File: src/rtl/lzc_pkg.sv
// Shared constants and helpers for the leading-zero counter.
package lzc_pkg;

    localparam int LZC_WIDTH_DEF = 24;
    localparam int LZC_CW_DEF    = 5;

    // Smallest r with 2**r >= x+1, i.e. bits needed to represent 0..x.
    function automatic int lzc_clog2p1(input int x);
        for (int r = 0; r < 32; r++) begin
            if ((64'd1 << r) >= 64'(x) + 64'd1) begin
                return r;
            end
        end
        return 32;
    endfunction

endpackage

File: src/rtl/lzc_node.sv
// One merge node of the LZC tree: combines the (valid, count) pairs of two halves.
module lzc_node #(
    parameter int TW   = 6,
    parameter int HALF = 1
) (
    input  logic          left_valid,
    input  logic [TW-1:0] left_count,
    input  logic          right_valid,
    input  logic [TW-1:0] right_count,
    output logic          parent_valid,
    output logic [TW-1:0] parent_count
);

    localparam logic [TW-1:0] HALF_C = TW'(HALF);

    assign parent_valid = left_valid | right_valid;
    // A one in the left half decides the count; otherwise the whole left half is zeros.
    assign parent_count = left_valid ? left_count : HALF_C + right_count;

endmodule

File: src/rtl/lzc.sv
// Leading-zero counter built as a balanced tree of lzc_node merges.
// Define LZC_OUTREG_EN to register outputs (1-cycle latency); default is combinational.
module lzc
    import lzc_pkg::*;
#(
    parameter int WIDTH = LZC_WIDTH_DEF,
    parameter int CW    = LZC_CW_DEF
) (
    input  logic             i_clk,
    input  logic             i_reset_n,
    input  logic             i_valid,
    input  logic [WIDTH-1:0] i_data,
    output logic             o_valid,
    output logic [CW-1:0]    o_lzc,
    output logic             o_zero
);

    localparam int LOG_P = (WIDTH <= 1) ? 1 : $clog2(WIDTH);
    localparam int P     = 1 << LOG_P;
    localparam int TW    = LOG_P + 1;

    if (WIDTH < 2 || WIDTH > 64) begin : g_width_check
        $error("lzc: WIDTH must be in 2..64");
    end
    if (CW < lzc_clog2p1(WIDTH)) begin : g_cw_check
        $error("lzc: CW too small to represent WIDTH");
    end

    // Zero padding goes on the LSB side so the leading-zero count is unchanged.
    logic [P-1:0] padded;
    assign padded = P'(i_data) << (P - WIDTH);

    genvar lv, j;
    for (lv = 0; lv <= LOG_P; lv++) begin : g_lvl
        localparam int N = P >> lv;
        logic [N-1:0]  v;
        logic [TW-1:0] c [N];

        if (lv == 0) begin : g_leaf
            for (j = 0; j < N; j++) begin : g_bit
                assign v[j] = padded[P-1-j];
                assign c[j] = '0;
            end
        end else begin : g_merge
            for (j = 0; j < N; j++) begin : g_node
                lzc_node #(
                    .TW   (TW),
                    .HALF (1 << (lv - 1))
                ) u_node (
                    .left_valid   (g_lvl[lv-1].v[2*j]),
                    .left_count   (g_lvl[lv-1].c[2*j]),
                    .right_valid  (g_lvl[lv-1].v[2*j+1]),
                    .right_count  (g_lvl[lv-1].c[2*j+1]),
                    .parent_valid (v[j]),
                    .parent_count (c[j])
                );
            end
        end
    end

    logic          root_valid;
    logic [TW-1:0] root_count;
    logic [CW-1:0] lzc_c;
    logic          zero_c;

    assign root_valid = g_lvl[LOG_P].v[0];
    assign root_count = g_lvl[LOG_P].c[0];
    // An empty tree counts P-1 through the padding; report WIDTH instead.
    assign lzc_c  = root_valid ? CW'(root_count) : CW'(WIDTH);
    assign zero_c = ~root_valid;

`ifdef LZC_OUTREG_EN
    // NOTE: sequential state uses non-blocking assignments so every register samples pre-edge values.
    always_ff @(posedge i_clk or negedge i_reset_n) begin
        if (!i_reset_n) begin
            o_valid <= 1'b0;
            o_lzc   <= '0;
            o_zero  <= 1'b0;
        end else begin
            o_valid <= i_valid;
            if (i_valid) begin
                o_lzc  <= lzc_c;
                o_zero <= zero_c;
            end
        end
    end
`else
    assign o_valid = i_valid;
    assign o_lzc   = lzc_c;
    assign o_zero  = zero_c;

    logic unused_clk_rst;
    assign unused_clk_rst = i_clk ^ i_reset_n;
`endif

endmodule

File: config.mk
export PLATFORM = sky130hd
export DESIGN_NAME = lzc
export DESIGN_NICKNAME = d
export VERILOG_FILES = /design/src/rtl/lzc_pkg.sv /design/src/rtl/lzc_node.sv /design/src/rtl/lzc.sv
export SDC_FILE = /design/constraint.sdc
export NUM_CORES = 1
export LEC_CHECK = 0
export CORE_AREA = 2 2 39 41
export DETAILED_ROUTE_END_ITERATION = 7
export DIE_AREA = 0 0 41 43
export PLACE_DENSITY = 0.78
export SYNTH_ARGS = -nofsm -noshare
export SYNTH_HDL_FRONTEND = slang
export SYNTH_SLANG_ARGS = --single-unit
File: constraint.sdc
create_clock -name vclk -period 1.3
set_input_delay 0.26 -clock vclk [all_inputs]
set_output_delay 0.26 -clock vclk [all_outputs]
set_load 0.02 [all_outputs]
==> summary.log <==
INFO  critical_path  crit_path_max_incr_delay=0.57ns
INFO  floorplan      num_io_pins=34
INFO  cells_and_area finalNetCount=125
INFO  critical_path  start_kind=primary input
INFO  placement      gpl_wtd_cong=0.728
INFO  yosys          postSynthAreaPerCell=7.09squm
INFO  timing         fmax=582MHz
INFO  power_and_ir_drop report.power.total=196uW
INFO  placement      port_buffers=30
INFO  route          wl=1.33mm
INFO  cells_and_area antenna-diode-count=0
INFO  critical_path  worstPathCellList=buf_6 -> or4_4 -> nor3_4 -> a2111oi_2 -> buf_2
INFO  floorplan      initial_core_util=23.1%
INFO  yosys          net_count_after_synthesis=72
INFO  global_routing maximum_number_of_pins_on_one_net_before_global_route_repair=5
INFO  floorplan      core_area=1380squm
INFO  route          drc=0
INFO  timing         timing.final.ws_setup=-0.420ns
INFO  outcome        violations=setup timing
INFO  floorplan      die_height=43microns
INFO  timing         final.period_utilization=132%
INFO  critical_path  required=1.04ns
INFO  cells_and_area areaGrowthSynthToFinish=160%
INFO  route          drt_iter0_drc=7
INFO  cells_and_area drive_above_1_share=68.8%
INFO  power_and_ir_drop ir_drop=0.121mV
INFO  yosys          synth_seq_area_share=0%
INFO  timing         finalSetupViolations=6
INFO  floorplan      die-area=1760squm
INFO  yosys          netlist.area_leader.share=13.3%
INFO  cells_and_area clockBufferCount=0
INFO  yosys          post-synth-top-count-cell=sky130_fd_sc_hd__a21oi_1
INFO  timing         timing.slew.headroom=79.0%
INFO  critical_path  critPathKind=in -> out
INFO  global_routing grt.overflow.total=0
INFO  timing         hold_slack=0.520ns
INFO  global_routing wire_length_of_the_first_global_routing_pass=2.06mm
INFO  critical_path  timing.critical_path.fanout_max=4
INFO  yosys          yosysWarnings=0
INFO  cells_and_area postLayoutCoreUtil=59.9%
INFO  global_routing number_of_antenna_violations_at_the_first_check_in_global_routing=0
INFO  critical_path  cp-end-kind=output pin
INFO  floorplan      die_w=41microns
INFO  timing         final-hold-violation-count=0
INFO  power_and_ir_drop power-per-cell-area=236nW/um^2
INFO  yosys          synth_commonest_cells=sky130_fd_sc_hd__a21oi_1 (7), sky130_fd_sc_hd__inv_1 (6), sky130_fd_sc_hd__nor2_1 (6)
INFO  clocking       cts.hold.buffers_added=0
INFO  floorplan      floorplan.rows=14
INFO  cells_and_area sequential_cell_area=0squm
INFO  global_routing globalRouteTotalUtil=15.7%
INFO  placement      dp.final_hpwl=993microns
INFO  critical_path  path_buf_inv=2
INFO  cells_and_area fillCellCount=120
INFO  yosys          yosysTopAreaCell=sky130_fd_sc_hd__nor4_4
INFO  timing         rsz_0062_raised_after_global_routing=true
INFO  route          post_drt_via_cell_ratio=4.88
INFO  yosys          yosys-top-cells-area=sky130_fd_sc_hd__nor4_4 (13%), sky130_fd_sc_hd__a21oi_1 (11%), sky130_fd_sc_hd__nor4_2 (7.8%), sky130_fd_sc_hd__inv_1 (7.1%), sky130_fd_sc_hd__nor2_1 (7.1%)
INFO  critical_path  crit_slowest_cell=sky130_fd_sc_hd__or4_4
INFO  timing         worst_pin_slew=0.312ns
INFO  yosys          post_synth_inst_count=45
INFO  yosys          netlist-cell-type-count=21
INFO  global_routing first_global_vias=531
INFO  critical_path  worst_ep_arrival_time=1.46ns
INFO  outcome        run_status=complete, but fails checks
INFO  critical_path  cp_top_family=simple AND/OR/NAND/NOR gates
INFO  timing         finalCriticalPeriod=1.72ns
INFO  route          postRouteAntennaNets=0
INFO  yosys          syn-cell-area=319squm
INFO  route          drt-wirelength-per-cell=11.9microns
INFO  route          detailroute.via_count=547
INFO  worst_hold_path hold_path_class=in -> out
INFO  flow_run       maximum_capacitance_violations=0
INFO  cells_and_area sequential_cell_total=0
INFO  route          drtPass1Iterations=4
INFO  timing         number_of_max_slew_violations_in_the_final_report=0
INFO  power_and_ir_drop p_leak=0.409nW
==> cells by family after synthesis <==
logic type | after synthesis | synth area share (%)
simple gates | 21 | 56.1
compound gates | 17 | 34.5
buf+inv | 7 | 9.41
==> repair_timing <==
item,CTS,global route
setup buffers,5,2
setup endpoints to repair,6,6
pin swaps,10,5
cloned,0,0
gates resized for setup,134,23
==> cell type report <==
cell class / count / area, sq um / area share (%)
Tap cell: 16 / 20.0 / 2.42
Inverter: 6 / 22.5 / 2.72
Multi-Input combinational cell: 38 / 340 / 41.1
Timing Repair Buffer: 52 / 445 / 53.8
==> metal layers <==
metal / vias up / track usage (%) / wire length, microns
met5: - / 0 / 0
met4: 0 / 0 / 0
met3: 0 / 0 / 76
met2: 18 / 30.0 / 771
met1: 251 / 19.4 / 484
li1: 278 / - / -
==> final timing paths <==
check | startpoint | end | depth (start not counted)
max | i_data[5] | o_lzc[0] | 5
min | i_valid | o_valid | 0
==> metrics by stage <==
stage / area, sq um / TNS [ns] / instances / setup slack [ns]
final: 828 / -2.14 / 112 / -0.420
after global routing: 828 / -2.40 / 112 / -0.453
after CTS: 783 / -2.13 / 110 / -0.408
after detailed placement: 761 / -7.07 / 105 / -1.23
after global placement: 761 / -6.97 / 105 / -1.22
after floorplan: 335 / -1.21 / 45 / -0.347
==> power breakdown <==
group | switching (mW) | total (mW) | internal (mW)
Clock | 0 | 0 | 0
Sequential | 0 | 0 | 0
Combinational | 0.0816 | 0.196 | 0.114
Total | 0.0816 | 0.196 | 0.114
==> placed cells by master, fill, tap and decap left out, types with 3 or more instances in the layout <==
cell | netlist | layout
sky130_fd_sc_hd__o31ai_1 | 3 | 3
sky130_fd_sc_hd__buf_4 | 1 | 23
sky130_fd_sc_hd__a21oi_1 | 7 | 6
sky130_fd_sc_hd__buf_2 | 0 | 7
sky130_fd_sc_hd__inv_1 | 6 | 5
sky130_fd_sc_hd__nor4_4 | 2 | 4
sky130_fd_sc_hd__nor2_1 | 6 | 6
sky130_fd_sc_hd__buf_6 | 0 | 17
(Power assumes the default switching activity.)
==> RTL change, RTL diff (same settings) <==
`LZC_CW_DEF`: 5 -> 10.
--- a/src/rtl/lzc_pkg.sv
+++ b/src/rtl/lzc_pkg.sv
@@ -2,7 +2,7 @@
 package lzc_pkg;
 
     localparam int LZC_WIDTH_DEF = 24;
-    localparam int LZC_CW_DEF    = 5;
+    localparam int LZC_CW_DEF    = 10;
 
     // Smallest r with 2**r >= x+1, i.e. bits needed to represent 0..x.
     function automatic int lzc_clog2p1(input int x);
Ports: changed (resized o_lzc); port bits go from 34 to 39. No check against the original RTL was run, so the function may have changed too.
==> RTL change against the unedited design <==
The flow still finishes with violations (setup timing); combinational power decreased by 3%; via count increased by 5.5%; final area decreased by 1.5%; worst setup slack got worse by 0.086 ns; power decreased by 2.7%; fmax decreased by 4.8%; wire length increased by 3.8%; synthesized area increased by 13%; final cell count increased by 8.0%; critical endpoint unchanged; largest cell class unchanged.
==> RTL change: results (changes against the unedited design) <==
- Status: complete, but fails checks
- Failing checks: setup timing
- Worst setup endpoint: o_lzc[0]
- Final layout net count: 134 (+7.2%)
- Initial DRC count: 3 (-4)
- # placed instances: 115 (+9.5%)
- Top Layer Used: met4
- PortBufs: 30 (unchanged)
- Synth top cells by count: a21oi_1, buf_4, inv_1, nor2_1, o31ai_1
- Routed wl met2: 820 um (+6.4%)
- Reg power frac: 0% (unchanged)
- Routability cong.: 0.701 (-3.7%)
- First-pass GRT wire length: 2150 um (+4.0%)
- Worst Path Max Fanout: 4 (unchanged)
- Worst hold endpoint: o_valid
- Diodes inserted: 0 (unchanged)
- Count of different cell masters after synthesis: 22 (+4.8%)
- GR Util met1: 17.8% (-1.5 points)
- Post-route setup slack: -0.506 ns (-0.0863 ns)
- DR WL met3: 81 um (+6.6%)
- Top post-synthesis cells by area: buf_4, nor4_4, a21oi_1, nor4_2, inv_1
- Max incr delay on CP: 0.35 ns (-0.22 ns)
- WHS: 0.520 ns (-0.000153 ns)
- DR WL/cell: 11.4 um (-3.9%)
- Synth Instances: 51 (+13%)
- Final setup viols: 6 (unchanged)
- Final wirelength: 1380 um (+3.8%)
- Synth Warn #: 0 (unchanged)
- Sequential share of the synthesized area: 0% (unchanged)
- Comb pwr: 0.000190 W (-3%)
- Layout cell share with drive strength beyond 1: 64.8% (-4.0 points)
- Critical-path top delay cell: nor4_4
- Seq_cells: 0 (unchanged)
- GRT Total Usage: 16.7% (+1.0 points)
- Vias in the first global route: 529 (-0.38%)
- Final Slew Violations: 0 (unchanged)
- First-pass DRT Iterations: 2 (-2)
- CP top delay family: simple AND/OR/NAND/NOR gates
- Met1 wire length: 463 um (-4.3%)
- Crit path from: i_data[9]
- Switch Pwr: 0.0000920 W (+13%)
- Met2 GRT Util: 34.1% (+4.1 points)
- Hold path depth: 0 (unchanged)
- Hpwl dp: 1050 um (+5.7%)
- CP arrival: 1.55 ns (+0.09 ns)
- LEAKAGE: 0.429 nW (+4.9%)
- Met3 Usage GRT: 0.524% (+0.52 points)
- Setup tns final: -2.49 ns (-0.351 ns)
- Routed vias/inst: 4.77 (-2.4%)
- Dpl ws: -1.23 ns (-0.00300 ns)
- Hold_sp: i_valid
- Max IR drop VDD: 0.100 mV (-17%)
-- RTL change: changes by cell type in the layout (fill, tap and decap cells not counted), sizes merged --
cell,change
buf,+3
conb,+5
clkdlybuf4s15,+1
-- RTL change: what timing repair did --
item                       in CTS  in global routing
resized for setup             116                 23
pin swaps                       9                  6
setup buffers                   4                  2
setup endpoints to repair       6                  6
-- RTL change: through the flow --
step | cell area (sq um) | util, %
finish | 816 | 59.0
floorplan | 392 | -
global route | 816 | 59.0
global placement | 817 | 59.0
CTS | 783 | 56.6
detailed placement | 817 | 59.0
-- RTL change: logic make-up (layout without fill, tap and decap cells) --
kind of cell | after synthesis | in the layout | synth area share [%]
simple gates | 21 | 21 | 49.7
compound gates | 17 | 17 | 30.6
buf+inv | 12 | 62 | 18.7
other cells | 1 | 5 | 1.04
-- RTL change: cell type report --
type	count	area, sq um
fill	146	568
timing repair buffer	56	422
multi-input combinational	43	352
inverter	6	22.5
tap	16	20.0
